<file path="src/rtl/cim_pkg.sv">
// rtl/cim_pkg.sv - shared activation types and helpers for the CIM datapath
//
// Purpose : activation word type, unsigned max helper and the frame FSM
//           state encoding used by the pooling stage.
// Ports   : none (package).
package cim_pkg;

  localparam int unsigned data_w = 8;

  typedef logic [data_w-1:0] data_t;

  typedef enum logic {
    FRAME_IDLE = 1'b0,
    FRAME_RUN  = 1'b1
  } frame_state_t;

  // Unsigned maximum over the full activation width.
  function automatic data_t umax(input data_t a, input data_t b);
    return (a > b) ? a : b;
  endfunction

endpackage

</file>
<file path="src/rtl/pool_line_buf.sv">
// rtl/pool_line_buf.sv - per-channel line buffer of partial window maxima
//
// Purpose : channels x out_width simple dual-port RAM. Synchronous write,
//           combinational read, so the pooling stage sees the stored partial
//           maximum in the same cycle it presents the address.
// Ports   : clk                      clock
//           wr_en, wr_ch, wr_k       write strobe and address (channel, window column)
//           wr_data                  partial window maximum to store
//           rd_ch, rd_k              read address (channel, window column)
//           rd_data                  stored partial window maximum
module pool_line_buf
  import cim_pkg::*;
#(
  parameter int channels  = 5,
  parameter int out_width = 12,
  parameter int ch_w      = 3,
  parameter int k_w       = 5
) (
  input  logic            clk,
  input  logic            wr_en,
  input  logic [ch_w-1:0] wr_ch,
  input  logic [k_w-1:0]  wr_k,
  input  data_t           wr_data,
  input  logic [ch_w-1:0] rd_ch,
  input  logic [k_w-1:0]  rd_k,
  output data_t           rd_data
);

  localparam int depth  = channels * out_width;
  localparam int addr_w = (depth > 1) ? $clog2(depth) : 1;

  data_t             mem [depth];
  logic [addr_w-1:0] wr_addr;
  logic [addr_w-1:0] rd_addr;

  // Channel-major layout: each channel owns a contiguous out_width slice.
  assign wr_addr = addr_w'(wr_ch) * addr_w'(out_width) + addr_w'(wr_k);
  assign rd_addr = addr_w'(rd_ch) * addr_w'(out_width) + addr_w'(rd_k);

  always_ff @(posedge clk) begin
    if (wr_en) begin
      mem[wr_addr] <= wr_data;
    end
  end

  // Reads outside the pooled region (truncated columns) return don't-care
  // data; the caller never uses it there.
  assign rd_data = mem[rd_addr];

endmodule

</file>
<file path="src/rtl/max_pool_layer.sv">
// rtl/max_pool_layer.sv - streaming PxP max-pooling stage feeding next-layer ibufs
//
// Purpose : consumes one activation per cycle in raster order (pixel-major,
//           channel-minor) and writes each pooled maximum to its channel's
//           input-buffer port one cycle after the window's last sample.
//           Rows/columns beyond out_width*pool_dim are consumed and dropped.
// Ports   : clk, rst          clock, synchronous active-high reset
//           i_frame_start     next valid sample is pixel (0,0) channel 0
//           i_valid, i_data   activation stream
//           o_ibuf_we         one-hot write strobe per channel
//           o_ibuf_wr_data    pooled value per channel (held between strobes)
//           o_busy            frame in progress
//           o_frame_done      one-cycle pulse after the frame's last sample
module max_pool_layer
  import cim_pkg::*;
#(
  parameter int channels      = 5,
  parameter int img_width     = 24,
  parameter int pool_dim      = 2,
  parameter int datatype_size = 8
) (
  input  logic                                    clk,
  input  logic                                    rst,
  input  logic                                    i_frame_start,
  input  logic                                    i_valid,
  input  logic [datatype_size-1:0]                i_data,
  output logic [channels-1:0]                     o_ibuf_we,
  output logic [channels-1:0][datatype_size-1:0]  o_ibuf_wr_data,
  output logic                                    o_busy,
  output logic                                    o_frame_done
);

  localparam int out_width = img_width / pool_dim;
  localparam int ch_w      = (channels > 1) ? $clog2(channels) : 1;
  localparam int x_w       = $clog2(img_width + 1);
  localparam int p_w       = (pool_dim > 1) ? $clog2(pool_dim) : 1;

  localparam logic [ch_w-1:0] ch_last = ch_w'(channels - 1);
  localparam logic [x_w-1:0]  x_last  = x_w'(img_width - 1);
  localparam logic [x_w-1:0]  x_limit = x_w'(out_width * pool_dim);
  localparam logic [p_w-1:0]  p_last  = p_w'(pool_dim - 1);

  // The line buffer is read at wc==0 and written at wc==P-1; with P==1 those
  // collide on the same address in the same cycle.
  if (pool_dim < 2) begin : g_bad_pool_dim
    $error("max_pool_layer: pool_dim must be at least 2");
  end
  if (datatype_size != data_w) begin : g_bad_data_width
    $error("max_pool_layer: datatype_size must match cim_pkg::data_w");
  end

  // Registered position counters. wc/wr/k track col%P, row%P and col/P
  // incrementally so no divider is needed.
  logic [ch_w-1:0] ch_q;
  logic [x_w-1:0]  col_q, row_q, k_q;
  logic [p_w-1:0]  wc_q, wr_q;

  // Effective position of the current sample: i_frame_start rewinds to (0,0,0).
  logic [ch_w-1:0] ch;
  logic [x_w-1:0]  col, row, k;
  logic [p_w-1:0]  wc, wr;

  logic [ch_w-1:0] ch_n;
  logic [x_w-1:0]  col_n, row_n, k_n;
  logic [p_w-1:0]  wc_n, wr_n;

  data_t        acc [channels];
  data_t        lb_rd;
  data_t        cand_acc;
  data_t        cand_lb;
  data_t        acc_n;
  logic         in_win;
  logic         lb_we;
  logic         emit;
  logic         frame_last;
  frame_state_t state;

  assign ch  = i_frame_start ? '0 : ch_q;
  assign col = i_frame_start ? '0 : col_q;
  assign row = i_frame_start ? '0 : row_q;
  assign k   = i_frame_start ? '0 : k_q;
  assign wc  = i_frame_start ? '0 : wc_q;
  assign wr  = i_frame_start ? '0 : wr_q;

  assign in_win   = (col < x_limit) && (row < x_limit);
  assign cand_acc = umax(i_data, acc[ch]);
  assign cand_lb  = umax(i_data, lb_rd);

  // First column of a window row restarts from the data (top row) or from
  // the partial maximum left in the line buffer by the rows above.
  assign acc_n = (wc != '0) ? cand_acc : ((wr == '0) ? i_data : cand_lb);

  assign lb_we      = i_valid && in_win && (wc == p_last) && (wr != p_last);
  assign emit       = i_valid && in_win && (wc == p_last) && (wr == p_last);
  assign frame_last = i_valid && (ch == ch_last) && (col == x_last) && (row == x_last);

  always_comb begin
    ch_n  = ch;
    col_n = col;
    row_n = row;
    wc_n  = wc;
    wr_n  = wr;
    k_n   = k;
    if (ch != ch_last) begin
      ch_n = ch + 1'b1;
    end else begin
      ch_n = '0;
      if (col != x_last) begin
        col_n = col + 1'b1;
        if (wc == p_last) begin
          wc_n = '0;
          k_n  = k + 1'b1;
        end else begin
          wc_n = wc + 1'b1;
        end
      end else begin
        col_n = '0;
        wc_n  = '0;
        k_n   = '0;
        if (row != x_last) begin
          row_n = row + 1'b1;
          wr_n  = (wr == p_last) ? '0 : wr + 1'b1;
        end else begin
          row_n = '0;
          wr_n  = '0;
        end
      end
    end
  end

  pool_line_buf #(
    .channels  (channels),
    .out_width (out_width),
    .ch_w      (ch_w),
    .k_w       (x_w)
  ) u_line_buf (
    .clk     (clk),
    .wr_en   (lb_we),
    .wr_ch   (ch),
    .wr_k    (k),
    .wr_data (cand_acc),
    .rd_ch   (ch),
    .rd_k    (k),
    .rd_data (lb_rd)
  );

  always_ff @(posedge clk) begin
    if (rst) begin
      ch_q  <= '0;
      col_q <= '0;
      row_q <= '0;
      k_q   <= '0;
      wc_q  <= '0;
      wr_q  <= '0;
      for (int c = 0; c < channels; c++) begin
        acc[c] <= '0;
      end
    end else if (i_valid) begin
      ch_q  <= ch_n;
      col_q <= col_n;
      row_q <= row_n;
      k_q   <= k_n;
      wc_q  <= wc_n;
      wr_q  <= wr_n;
      if (in_win) begin
        acc[ch] <= acc_n;
      end
    end else if (i_frame_start) begin
      ch_q  <= '0;
      col_q <= '0;
      row_q <= '0;
      k_q   <= '0;
      wc_q  <= '0;
      wr_q  <= '0;
    end
  end

  // Emit stage: one strobe per window end; other channels keep their data.
  always_ff @(posedge clk) begin
    if (rst) begin
      o_ibuf_we      <= '0;
      o_ibuf_wr_data <= '0;
    end else begin
      o_ibuf_we <= '0;
      if (emit) begin
        o_ibuf_we[ch]      <= 1'b1;
        o_ibuf_wr_data[ch] <= cand_acc;
      end
    end
  end

  // Frame FSM. A lone i_frame_start abandons the frame; one paired with a
  // valid sample starts a new frame immediately, so the FSM stays in RUN.
  always_ff @(posedge clk) begin
    if (rst) begin
      state        <= FRAME_IDLE;
      o_busy       <= 1'b0;
      o_frame_done <= 1'b0;
    end else begin
      o_frame_done <= frame_last;
      case (state)
        FRAME_IDLE: begin
          if (i_valid && !frame_last) begin
            state  <= FRAME_RUN;
            o_busy <= 1'b1;
          end
        end
        FRAME_RUN: begin
          if (frame_last || (i_frame_start && !i_valid)) begin
            state  <= FRAME_IDLE;
            o_busy <= 1'b0;
          end
        end
        default: begin
          state  <= FRAME_IDLE;
          o_busy <= 1'b0;
        end
      endcase
    end
  end

endmodule

</file>
<file path="config.mk">
export PLATFORM = sky130hd
export DESIGN_NAME = max_pool_layer
export DESIGN_NICKNAME = d
export VERILOG_FILES = /design/src/rtl/cim_pkg.sv /design/src/rtl/pool_line_buf.sv /design/src/rtl/max_pool_layer.sv
export SDC_FILE = /design/constraint.sdc
export NUM_CORES = 1
export LEC_CHECK = 0
export ABC_AREA = 1
export CORE_MARGIN = 3
export CORE_UTILIZATION = 38
export CTS_BUF_LIST = sky130_fd_sc_hd__clkbuf_8
export DETAILED_ROUTE_END_ITERATION = 8
export PLACE_DENSITY = 0.56
export RECOVER_POWER = 25
export SLEW_MARGIN = 20
export SYNTH_ARGS = -nofsm -noshare
export SYNTH_HDL_FRONTEND = slang
export SYNTH_SLANG_ARGS = --single-unit
</file>
<file path="constraint.sdc">
create_clock -name clk -period 15.6 [get_ports clk]
set_clock_uncertainty 0.15 [all_clocks]
set_input_delay 1.56 -clock clk [delete_from_list [all_inputs] [get_ports clk]]
set_output_delay 1.56 -clock clk [all_outputs]
set_load 0.02 [all_outputs]
</file>
* Word level (Yosys, flattened, before mapping)
Memories as Yosys holds them, arrays and structs flattened.
Cells that the tools add are included.
** Word-level totals
- Register bits :: 68
- Latch bits :: 0
- Memory bits (writable) :: 520
- Bits in read-only memories :: 0
- Bits of input ports :: 12
- Output and inout bits :: 47
- Logic and storage cells :: 113
- Memories kept :: 2
** Cells by class
- Add/subtract/negate cells :: 7
- $mul :: 1
- Divide/modulo/power cells :: 0
- $lt $le $gt $ge :: 6
- Equality and inequality tests :: 8
- Shifts and indexed selects :: 0
- Mux-type cells :: 54
- Bitwise logic cells :: 3
- Reduce and logical (&&, ||, !) cells :: 17
** Memories
- u_line_buf.mem :: depth 60, bits a word 8, read ports 1, clocked after Yosys merged registers in 0, wr ports 1, line pool_line_buf.sv:32 : data_t mem [depth];
- acc :: depth 5, bits a word 8, read ports 1, clocked after Yosys merged registers in 0, wr ports 5, line max_pool_layer.sv:67 : data_t acc [channels];
** Operator list (count)
- $mux W5 :: 14
- $mux W8 :: 6
- $bwmux W40 :: 1
- $mux W1 :: 25
- $demux W8 S3 :: 1
- $gt A8 B8 Y1 :: 2
- $add A5 B1 Y5 const B :: 3
- $mux W3 :: 4
- $logic_and A1 B1 Y1 :: 11
- $eq A5 B5 Y1 const B :: 2
- $lt A5 B5 Y1 const B :: 2
- $ne A5 B5 Y1 const B :: 2
- $reduce_or A8 Y1 :: 1
- $add A6 B5 Y6 :: 1
- $lt A3 B4 Y1 const B :: 1
- $mul A3 B2 Y4 const B :: 1
- $pmux W1 S2 :: 2
- $add A3 B1 Y3 const B :: 1
- $demux W1 S3 :: 1
- $eq A3 B3 Y1 const B :: 1
- $ge A3 B1 Y1 const B :: 1
- $ne A3 B3 Y1 const B :: 1
- $not A1 Y1 :: 3
- $add A1 B1 Y1 const B :: 2
- 6 further kinds :: 7

* Longest topological paths before layout
Gate-level depths: netlist of run 1.
- Word-level depth :: 9
- Gate-level depth with buffers :: 32
- Mapped depth without buffers :: 29

* Modules after synthesis
From an unflattened synthesis of run 1, not the netlist that was laid out.
** Second synthesis, totals
- Cells, all modules :: 2646
- Area total of the unflattened synthesis :: 26872.0 um2
** By module, submodules not included
- pool_line_buf :: times used 1, cells an instance 1854, area each 20372.0 um2, sequential area each 14413.8 um2
- max_pool_layer :: times used 1, cells an instance 792, area each 6500.0 um2, sequential area each 3283.1 um2

* Least setup slack after synthesis of run 1
OpenSTA, ideal clock, no wires.
- Path type :: input-to-reg
- Start point :: input port i_frame_start
- End point :: memory acc[5][1] in the netlist's numbering, data pin
- Arrival :: 5.568 ns
- Required time :: 15.192 ns
- Slack :: 9.623 ns
- Stages :: 29
- Path buffers :: 5
- Cells stage by stage :: buf_6 -> inv_6 -> nand2_2 -> buf_4 -> buf_6 -> buf_2 -> ha_1 -> inv_1 -> fa_1 -> clkbuf_1 -> clkinv_1 -> nor2_2 -> nand2_1 -> nand2_1 -> nor2_1 -> nand2_1 -> ha_1 -> inv_1 -> nor2_1 -> o21ai_0 -> nand2_1 -> nand2_1 -> o211ai_1 -> a21oi_2 -> inv_1 -> a21oi_1 -> nand2_1 -> nand2_2 -> inv_1
** RTL lines
- start, declared :: line max_pool_layer.sv:24 : input logic i_frame_start,
- end, declared :: line max_pool_layer.sv:67

==> results of run 1 <==
## final timing paths
kind | start | to | slack, ps | cells past startpoint
max | i_frame_start | acc[6][1] | 5900 | 28
min | state | o_busy | 330 | 1
max reg2reg | ch_q[0] | acc[6][1] | 8280 | 22
min reg2reg | state | o_busy | 330 | 1
## flip-flops by register name, indices dropped and copies added (netlist names), 3 cells and up
register        cells
k_q                 5
u_line_buf.mem    480
ch_q                3
o_ibuf_we           5
acc                64
row_q               5
col_q               5
o_ibuf_wr_data     40
## area by class of cell
type | instances | area, µm² | share of cell area
multi-input cells | 1685 | 7470 | 0.249
clock buffers | 110 | 1510 | 0.0505
diodes | 3 | 7.51 | 0.000251
flip-flops and latches | 612 | 17700 | 0.591
repair buffers | 78 | 727 | 0.0243
clock inverters | 77 | 368 | 0.0123
well taps | 931 | 1160 | 0.0389
inverters | 267 | 1000 | 0.0335
## cell families after synthesis
group	synth area share
AND/OR/NAND/NOR	0.191
flip-flops	0.661
buffers and inverters	0.0611
AO/OA/AOI/OAI	0.0723
adder cells (fa/ha/maj)	0.0129
XOR/XNOR	0.00164
## per-stage QoR
stage	power, µW	std cells	hold slack, ps	utilization	instance area (µm²)
finish	3380	3763	328	0.433	30000
global route	3510	3763	355	0.433	30000
global placement	2100	3573	301	0.406	28100
CTS	3410	3760	324	0.433	30000
detailed placement	2100	3573	314	0.406	28100
floorplan	2000	2679	287	-	26800
## worst max-delay path, delay by kind of cell
family	cells	cell delay (ps)
adder cells (fa/ha/maj)	2	790
AO/OA/AOI/OAI	3	640
AND/OR/NAND/NOR	14	2630
buffers and inverters	9	4280
## report_power, final
group	switching (µW)	internal [µW]	leakage, µW
combinational	179	32.0	0.00545
clock	646	667	0.00109
sequential	2.43	1850	0.00552
total	827	2550	0.0121
## placed cells by master (no fill, tap or decap), types with 4 or more instances in the layout
cell type and n:
clkdlybuf4s50_1 9, o21ai_1 98, clkinv_1 24, nand2_2 12, edfxtp_1 544, a211oi_1 5, a21oi_1 74, nor4_1 4
o31ai_1 6, clkbuf_8 110, nand4_1 9, dfxtp_1 68, buf_4 16, o21ai_0 144, clkinvlp_4 5, inv_1 297
nor2_2 7, nand2_1 724, nor2_1 446, ha_1 25, nand3_1 67, o221ai_1 6, nor3_1 8, o21ai_4 4
or2_2 4, xor2_1 4, clkinv_2 12, dlygate4sd3_1 48, o211ai_1 8, a31oi_1 4
## metal layers
layer,GRT usage,vias to the layer above,share of wire
li1,-,9000,-
met1,0.262,8972,0.44
met2,0.306,627,0.46
met3,0.0434,149,0.074
met4,0.0648,0,0.028
met5,0,-,0
==> impl_metrics.ini, run 1 <==
[status]
outcome = finished, final reports clean

[pwr]
vdd_drop_max_mv = 0.0620
cellPowerDensity_nw_per_um2 = 113
leakage_uw = 0.0121

[flow_run]
cap_violations = 0

[floorplanning]
die_area_um2 = 73700
die_w_um = 271
start_util = 0.387
die_h_um = 271
core_area_um2 = 69200
num_rows = 96
pin_count = 59

[critical_path]
critical_path_required_ps = 15900
max_stage_delay_ps = 1130
worst-setup-path-type = input pin to register
cp_slowest_cell = nand2_1
arrival_ps = 10000
cpMostUsedCell = nand2_1
start_kind = input pin
endpoint_kind = register
crit_fanout = 56

[layout]
nNetsFinal = 2786
areaGrowthSynthToFinish_pct = 11.8
fillers = 6716
drive_above_1_share = 0.0661

[synthesis]
ys_seq_elements = 612
synth_top_cell_by_area = edfxtp_1
synth-edff-count = 544
seq_area_frac_synth = 0.661
async_flop_share = 0
synth_area_leaders = edfxtp_1, nand2_1, nor2_1
synth_ff_type = edfxtp_1
syn-cell-area_um2 = 26800
synthCells = 2679
synth_top_area_share = 0.610
yosys.cell_types.count = 48
synth_nets = 2718
ys_top_cells_by_count = nand2_1, edfxtp_1, nor2_1, inv_1, o21ai_0
synth_most_common_cell = nand2_1
avgSynthCellArea_um2 = 10.0
yosys_warnings = 0

[routing]
drc = 0
wl_per_cell_um = 19.0
avgViaCountPerCell = 4.98
postRouteAntennaNets = 0
drt_wl_total_um = 71400
dr_total_vias = 18748
drtIter0Drc = 1687
dr.pass1.iters = 6

[global_routing]
grt_max_degree = 195
grt_usage = 0.193
grt_overflow = 0
grt_pass1_wl_um = 109000
grt_pass1_vias = 18461
antenna_found_initial = 3

[sta]
maxSlewHeadroom = 0.161
setup_viol = 0
fin_setup_tns_ps = 0
worst_slew_pin_slew_ps = 1260
fin_ws_ps = 5900
max_freq_mhz = 103
hold_violations = 0
rsz0062_at_grt = no
slew_violations = 0
period_share = 0.622
min_period_ps = 9700

[cts]
cts.sink_count = 612
cts_hold_buf = 0
cts_resized = 0
htree_levels = 3
postCtsSetupRepairBufs = 0
cts_root_buf = clkbuf_8
tritoncts = built
cts_buffers = 103
cts.reportedPaths.clkPinSlew_ps = 60
clk_latency_ps = 720
cts_max_path_buffers = 3

[placement]
place.gp.congestion = 0.898
port_buffers = 58
dp_hpwl_um = 41700
pre_cts_slack_ps = 7540

[min_path]
hold_class = register to register
Note: power is estimated with default switching activity, not from simulation.
==> run 2, diff against run 1 <==
==> constraint.sdc (replaced) <==
create_clock -name clk -period 9.2 [get_ports clk]
set_clock_uncertainty 0.15 [all_clocks]
set_input_delay 0.92 -clock clk [delete_from_list [all_inputs] [get_ports clk]]
set_output_delay 0.92 -clock clk [all_outputs]
set_load 0.02 [all_outputs]
==> impl_metrics.ini, run 2 (same netlist as run 1, synthesis figures left out) <==
[critical_path]
arrival_ps = 7660
crit_start = i_frame_start
critical_path_required_ps = 9510
cpMostUsedCell = nand2_1
critPathTopFamily = buffers and inverters
crit_buf_inv = 8
max_stage_delay_ps = 920
regToRegStartpoint = ch_q[0]
start_kind = input pin
cp_slowest_cell = ha_2
crit_fanout = 38
worst-setup-path-type = input pin to register
endpoint_kind = register

[layout]
seq_area_um2 = 17700
most-common-layout-cells = nand2_1, edfxtp_1, nor2_1
largest_reg_flops = 480
final_common_cell = nand2_1
largest_register = u_line_buf.mem
multi_input_area_um2 = 7460
nNetsFinal = 2793
drive_above_1_share = 0.0693
areaGrowthSynthToFinish_pct = 12.2
largestRegisters = u_line_buf.mem: 480 flops, acc: 64 flops, o_ibuf_wr_data: 40 flops
final_cells = 3774
fillers = 6710

[global_routing]
grt_overflow = 0
grt_max_degree = 124
grt_pass1_wl_um = 110000
grt_usage = 0.192
grt_pass1_vias = 18251
antenna_found_initial = 2

[routing]
postRouteAntennaNets = 0
dr.pass1.iters = 5
drtIter0Drc = 1605
dr_total_vias = 18871
drc = 0
drt_wl_total_um = 71400
avgViaCountPerCell = 5.00
wl_per_cell_um = 18.9

[sta]
setup_viol = 0
worst_slew_pin_slew_ps = 1540
fin_setup_tns_ps = 0
min_period_ps = 7350
hold_violations = 0
slew_violations = 9
period_share = 0.798
max_freq_mhz = 136
maxSlewHeadroom = -0.0350
rsz0062_at_grt = no

[cts]
htree_levels = 3
cts_resized = 0
tritoncts = built
cts_hold_buf = 0
postCtsSetupRepairBufs = 0
cts_max_path_buffers = 3
cts_buffers = 103
cts.reportedPaths.clkPinSlew_ps = 60
clk_latency_ps = 720
cts.sink_count = 612
cts_root_buf = clkbuf_8

[floorplanning]
core_area_um2 = 69200
die_area_um2 = 73700
start_util = 0.387
pin_count = 59
die_h_um = 271
num_rows = 96
die_w_um = 271

[status]
outcome = finished, violations left
violations = max-capacitance violations, max-slew violations

[placement]
dp_hpwl_um = 43400
port_buffers = 58
place.gp.congestion = 0.920
dpl.cell_count = 3579

[pwr]
vdd_drop_max_mv = 0.111
p_total_uw = 5730
cellPowerDensity_nw_per_um2 = 191
leakage_uw = 0.0121

[min_path]
hold_class = register to register
holdCritStartpoint = state

[flow_run]
cap_violations = 1
## run 2: final timing paths
check / end / slack [ps] / cells past startpoint
setup / recovery: acc[5][1] / 1850 / 26
hold / removal: o_busy / 330 / 1
setup reg to reg: acc[5][1] / 2830 / 24
hold reg to reg: o_busy / 330 / 1
## run 2: area by class of cell
type / instances / share of cell area
timing repair buffer: 85 / 0.0276
clock buffer: 108 / 0.0495
inverter: 267 / 0.0336
antenna: 2 / 0.000167
clock inverter: 84 / 0.0134
sequential: 612 / 0.589
multi-input combinational: 1685 / 0.248
tap: 931 / 0.0388
## run 2: power by group
| part | internal [µW] | switching [µW] |
|---|---|---|
| clock | 1120 | 1100 |
| sequential | 3140 | 4.38 |
| combinational | 59.9 | 304 |
## run 2: routing by layer
layer,track usage,share of wire
met5,0,0
met1,0.269,0.44
met2,0.309,0.47
met4,0.0503,0.018
met3,0.0352,0.071
## run 2: per-stage QoR
stage | setup slack (ps) | instance area (µm²) | hold slack, ps | utilization
final | 1850 | 30100 | 333 | 0.434
after CTS | 2750 | 30100 | 322 | 0.434
after detailed placement | 2000 | 28200 | 314 | 0.407
after global placement | 2120 | 28200 | 301 | 0.407
after global routing | 1330 | 30100 | 379 | 0.434
after floorplan | 3860 | 26800 | 287 | -
